[src/rtl/simon_pkg.sv]
// Shared types and helpers for the Simon player input path and datapath.
package simon_pkg;

  localparam int PATTERN_W = 4;

  typedef enum logic [2:0] {
    IDLE     = 3'd0,
    PRESS_DB = 3'd1,
    HELD     = 3'd2,
    REL_DB   = 3'd3,
    OFFER    = 3'd4
  } state_e;

  // level=1 accepts any non-zero chord; level=0 accepts single buttons only.
  function automatic logic is_legal_pattern(input logic [PATTERN_W-1:0] pat,
                                            input logic                 level);
    if (level) return (pat != '0);
    return (pat != '0) && ((pat & (pat - 1'b1)) == '0);
  endfunction

endpackage

[src/rtl/simon_sync.sv]
// N-stage synchronizer for asynchronous inputs, cleared to zero on reset.
module simon_sync #(
  parameter int STAGES = 2,
  parameter int WIDTH  = 4
) (
  input  logic             clk,
  input  logic             rst_n,
  input  logic [WIDTH-1:0] d_i,
  output logic [WIDTH-1:0] q_o
);

  logic [WIDTH-1:0] sync_q [STAGES];

  always_ff @(posedge clk or negedge rst_n) begin
    if (!rst_n) begin
      for (int i = 0; i < STAGES; i++) sync_q[i] <= '0;
    end else begin
      sync_q[0] <= d_i;
      for (int i = 1; i < STAGES; i++) sync_q[i] <= sync_q[i-1];
    end
  end

  assign q_o = sync_q[STAGES-1];

endmodule

[src/rtl/simon_input_capture.sv]
// Debounces the Simon button bus and emits one legality-checked token per
// press-and-release over a valid/ready handshake.
//
// state    | meaning
// IDLE     | waiting for a non-zero synchronized pattern
// PRESS_DB | counting stable samples of the candidate pattern
// HELD     | pattern accepted and frozen, waiting for release
// REL_DB   | counting stable all-zero samples
// OFFER    | token presented until the consumer takes it
module simon_input_capture
  import simon_pkg::*;
#(
  parameter int DEBOUNCE_CYCLES = 4,
  parameter int SYNC_STAGES     = 2
) (
  input  logic                 clk,
  input  logic                 rst_n,
  input  logic                 level,
  input  logic                 entry_en,
  input  logic [PATTERN_W-1:0] pattern_raw,
  input  logic                 out_ready,
  output logic                 out_valid,
  output logic [PATTERN_W-1:0] out_pattern,
  output logic                 out_illegal,
  output logic                 busy
);

  localparam int CNT_W = $clog2(DEBOUNCE_CYCLES + 1);
  localparam logic [CNT_W-1:0] CNT_ONE  = CNT_W'(1);
  localparam logic [CNT_W-1:0] CNT_LAST = CNT_W'(DEBOUNCE_CYCLES - 1);

  logic [PATTERN_W-1:0] s;
  state_e               state_q, state_d;
  logic [PATTERN_W-1:0] cand_q, cand_d;
  logic [PATTERN_W-1:0] captured_q, captured_d;
  logic [CNT_W-1:0]     cnt_q, cnt_d;
  logic                 illegal_q, illegal_d;

  simon_sync #(
    .STAGES(SYNC_STAGES),
    .WIDTH (PATTERN_W)
  ) u_sync (
    .clk  (clk),
    .rst_n(rst_n),
    .d_i  (pattern_raw),
    .q_o  (s)
  );

  // The edge that sees the final stable sample is the one that transitions,
  // so the count reaching DEBOUNCE_CYCLES is detected at CNT_LAST.
  always_comb begin
    state_d    = state_q;
    cand_d     = cand_q;
    cnt_d      = cnt_q;
    captured_d = captured_q;
    illegal_d  = 1'b0;
    if (!entry_en) begin
      state_d = IDLE;
    end else begin
      case (state_q)
        IDLE: begin
          if (s != '0) begin
            state_d = PRESS_DB;
            cand_d  = s;
            cnt_d   = CNT_ONE;
          end
        end
        PRESS_DB: begin
          if (s == '0) begin
            state_d = IDLE;
          end else if (s == cand_q) begin
            if (cnt_q == CNT_LAST) begin
              state_d    = HELD;
              captured_d = cand_q;
            end else begin
              cnt_d = cnt_q + CNT_ONE;
            end
          end else begin
            cand_d = s;
            cnt_d  = CNT_ONE;
          end
        end
        HELD: begin
          if (s == '0) begin
            state_d = REL_DB;
            cnt_d   = CNT_ONE;
          end
        end
        REL_DB: begin
          if (s != '0) begin
            state_d = HELD;
          end else if (cnt_q == CNT_LAST) begin
            if (is_legal_pattern(captured_q, level)) begin
              state_d = OFFER;
            end else begin
              state_d   = IDLE;
              illegal_d = 1'b1;
            end
          end else begin
            cnt_d = cnt_q + CNT_ONE;
          end
        end
        OFFER: begin
          if (out_ready) state_d = IDLE;
        end
        default: state_d = IDLE;
      endcase
    end
  end

  always_ff @(posedge clk or negedge rst_n) begin
    if (!rst_n) begin
      state_q    <= IDLE;
      cand_q     <= '0;
      captured_q <= '0;
      cnt_q      <= '0;
      illegal_q  <= 1'b0;
    end else begin
      state_q    <= state_d;
      cand_q     <= cand_d;
      captured_q <= captured_d;
      cnt_q      <= cnt_d;
      illegal_q  <= illegal_d;
    end
  end

  assign out_valid   = (state_q == OFFER);
  assign out_pattern = captured_q;
  assign out_illegal = illegal_q;
  assign busy        = (state_q != IDLE);

endmodule

[config.mk]
export PLATFORM = sky130hd
export DESIGN_NAME = simon_input_capture
export DESIGN_NICKNAME = d
export VERILOG_FILES = /design/src/rtl/simon_pkg.sv /design/src/rtl/simon_sync.sv /design/src/rtl/simon_input_capture.sv
export SDC_FILE = /design/constraint.sdc
export NUM_CORES = 1
export LEC_CHECK = 0
export ABC_AREA = 1
export CAP_MARGIN = 10
export CORE_MARGIN = 4
export CORE_UTILIZATION = 48
export DETAILED_ROUTE_END_ITERATION = 10
export MAX_ROUTING_LAYER = met4
export PLACE_DENSITY = 0.82
export SYNTH_ARGS = -nofsm -noshare
export SYNTH_HDL_FRONTEND = slang
export SYNTH_SLANG_ARGS = --single-unit
[constraint.sdc]
create_clock -name clk -period 1.2 [get_ports clk]
set_input_delay 0.24 -clock clk [delete_from_list [all_inputs] [get_ports clk]]
set_output_delay 0.24 -clock clk [all_outputs]
set_load 0.005 [all_outputs]
==> key figures <==
Outcome
  – Status: finished, violations left
  – Failing checks: setup timing

Layout
  – N_diodes: 0
  – Core Util, Final: 0.836
  – Layout area overhead: 59.5%
  – Layout Nets: 232
  – Share of post-route cells with drive strength above 1: 0.466

Clocking
  – Root buf cell: clkbuf_4
  – Clock buffer count from CTS: 3
  – TritonCTS clock tree: yes
  – Worst-Skew Late Latency: 0.31 ns
  – H-tree depth: 1
  – CTS Sinks: 23
  – Clock-pin slew on the worst setup and hold paths: 0.14 ns
  – CTS max path bufs: 2

STA
  – Max transition margin: 0.797
  – Final worst-path cycle share: 1.30
  – Unrepaired setup endpoints after global routing: yes
  – Setup TNS: -5.07 ns
  – Final Slew Violations: 0
  – Final setup margin: -0.366 ns
  – Fmax achieved: 0.639 GHz
  – Clk_skew: 0.00190 ns
  – Setup violators final: 17
  – Crit path time final: 1.57 ns
  – Least-Margin Pin Slew: 0.304 ns
  – Final hold violations: 0

Power and ir drop
  – Internal power: 2.23 mW
  – PwrDens: 2020 nW/µm²
  – Sw Ratio: 0.429
  – Switching pwr: 1.68 mW
  – Max VDD drop: 1.55 mV
  – Flop pwr share: 0.272
  – Leakage power: 1.01 nW
  – Clk pwr share: 0.097
  – Comb power frac: 0.631

Critical path
  – CP Class: reg2reg
  – Max stage delay on crit path: 0.44 ns
  – CP Max Fanout: 8
  – Critical path arrival: 1.81 ns
  – Critical path's most frequent cell: nand2_2
  – CP bufs+invs: 1
  – FF-to-FF Start: u_sync.q_o[3]
  – CP max-delay cell: dfrtp_1
  – CP required: 1.44 ns
  – Critical Path End Type: flop
  – CP startpoint: u_sync.q_o[3]
  – CP startpoint kind: flop
  – Largest delay contributor family on the critical path: simple AND/OR/NAND/NOR gates
  – CP Cell Sequence: nor2_1 > nand2_2 > buf_4 > nor2_4 > nor2_2 > nand3b_4 > nand2_2 > o21ai_1

Synthesis
  – Count leader, synth: nand2_1
  – Yosys top cell area share: 0.473
  – Ranking of synthesized cells by area: dfrtp_1 47%, nand2_1 14%, inv_1 8.0%
  – Syn_area_per_cell: 7.65 µm²
  – Synth Warn #: 0
  – Commonest cells post-synth: 46 x nand2_1, 26 x inv_1, 23 x dfrtp_1, 21 x nor2_1, 11 x nand3_1
  – Most used DFF post-synth: dfrtp_1
  – Sequential fraction of the synthesis area: 0.473
  – Share of synthesized registers carrying an async set or reset: 1.00
  – Post-synth EDFFs: 0
  – Post-synth cell types: 19
  – Syn Nets: 169
  – Synth Instances: 159
  – Area leader, netlist: dfrtp_1
  – Synth Cell Area: 1220 µm²
  – Post-synthesis register bit count: 23

Route
  – WL per Instance: 16.9 µm
  – Remaining DRCs: 0
  – DR iter-0 viols: 126
  – Vias per Instance: 5.60
  – Routed wire length: 4200 µm
  – Via count: 1395
  – Antenna viol nets, final: 0
  – Pre-Repair DR Iteration Count: 4

Floorplanning
  – CORE AREA: 2320 µm²
  – Starting density of the core: 0.525
  – Die Width: 58.3 µm
  – Die H: 58.3 µm
  – Die footprint: 3400 µm²
  – I/O pin total: 16
  – Cell row count: 17

Hold path
  – Min-Delay Path Class: in2async

Placed design
  – HPWL after detailed placement: 2150 µm
  – I/O Buffers: 15
  – RePlAce Congestion: 0.845

Global routing
  – Initial antenna violation count: 0
  – Largest net degree at the start of global routing: 24
  – Total Routing Usage GR: 0.249
  – Grt ovf: 0
  – First-pass GRT wire length: 6240 µm
  – Vias in the first global route: 1395

Flow run
  – Max-cap violations: 0
[final timing paths]
path	to	slack [ns]	cells past startpoint
worst max-delay path	cand_q[1]	-0.37	8
worst min-delay path	u_sync.sync_q[5]	0.24	2
worst max register to register	cand_q[1]	-0.37	8
worst min register to register	u_sync.q_o[3]	0.37	0
max in group asynchronous	out_pattern[3]	0.82	2
min in group clk	u_sync.sync_q[5]	0.34	1
[power by group through the flow]
stage / Clock [mW] / Sequential [mW] / Combinational (mW)
6_report: 0.380 / 1.06 / 2.47
5_1_grt: 0.419 / 1.09 / 2.61
4_1_cts: 0.381 / 1.04 / 2.12
3_5_place_dp: 0 / 1.08 / 1.64
3_3_place_gp: 0 / 1.06 / 1.59
2_1_floorplan: 0 / 1.07 / 0.839
[flip-flops by register name (all words and copies together), names as in the netlist]
register       count
cnt_q              3
state_q            3
u_sync.q_o         4
cand_q             4
out_illegal        1
out_pattern        4
u_sync.sync_q      4
[logic make-up (layout without fill, tap and decap cells)]
logic type / count (synthesis) / after routing / share of synthesized area
buffers and inverters: 29 / 91 / 0.0895
AND/OR/NAND/NOR: 92 / 92 / 0.368
AO/OA/AOI/OAI: 14 / 14 / 0.0586
adder cells (fa/ha/maj): 1 / 1 / 0.0103
flip-flops: 23 / 23 / 0.473
[through the flow]
step	total power [mW]	setup WS [ns]	instances	cell area, µm²	hold WS [ns]
6_report	3.91	-0.366	249	1940	0.243
5_1_grt	4.12	-0.454	249	1940	0.246
4_1_cts	3.55	-0.275	246	1880	0.244
3_5_place_dp	2.72	-0.480	228	1630	0.337
3_3_place_gp	2.66	-0.400	228	1630	0.333
2_1_floorplan	1.91	-0.0151	159	1240	-0.0556
[final cells by class]
cell class                 instances  area [µm²]
inverter                          29         116
sequential                        23         576
timing repair buffer              58         488
clock buffer                       3        22.5
multi-input combinational        107         694
tap                               28        35.0
fill                             119         379
clock inverter                     1        7.51
[per-layer routing]
metal / GRT usage / wire, µm / vias up
met2: 0.407 / 2140 / 93
met1: 0.287 / 1550 / 661
met5: - / 0 / -
li1: - / - / 619
met4: 0.142 / 174 / 0
met3: 0.0417 / 337 / 22
[layout by cell type (no fill, tap or decap), types with 2 or more instances in the layout]
cell and instances:
nand3_1 7, clkbuf_4 3, nand2_2 11, inv_1 21, nand3_2 3, nand2_4 3, nand4_1 4, o21ai_1 8
nor3_4 2, clkbuf_2 3, buf_6 8, nor2_4 6, clkdlybuf4s50_1 8, buf_2 2, dfrtp_1 23, o21ai_2 3
nand2_1 33, nor2_1 11, nor2_2 7, buf_4 35, inv_2 6
[worst reg2reg max path, delay by kind of cell (launching register included)]
family	cells	cell delay, ns
compound gates	1	0.10
buf+inv	1	0.19
flops	1	0.44
simple gates	6	0.76
[repair_timing]
| item | 4_1_cts | 5_1_grt |
|---|---|---|
| pin swaps | 19 | 14 |
| gates resized for setup | 58 | 19 |
| hold buffers | 0 | 0 |
| setup endpoints to repair | 22 | 20 |
| buffers inserted | 16 | 3 |
(Power assumes the default switching activity.)
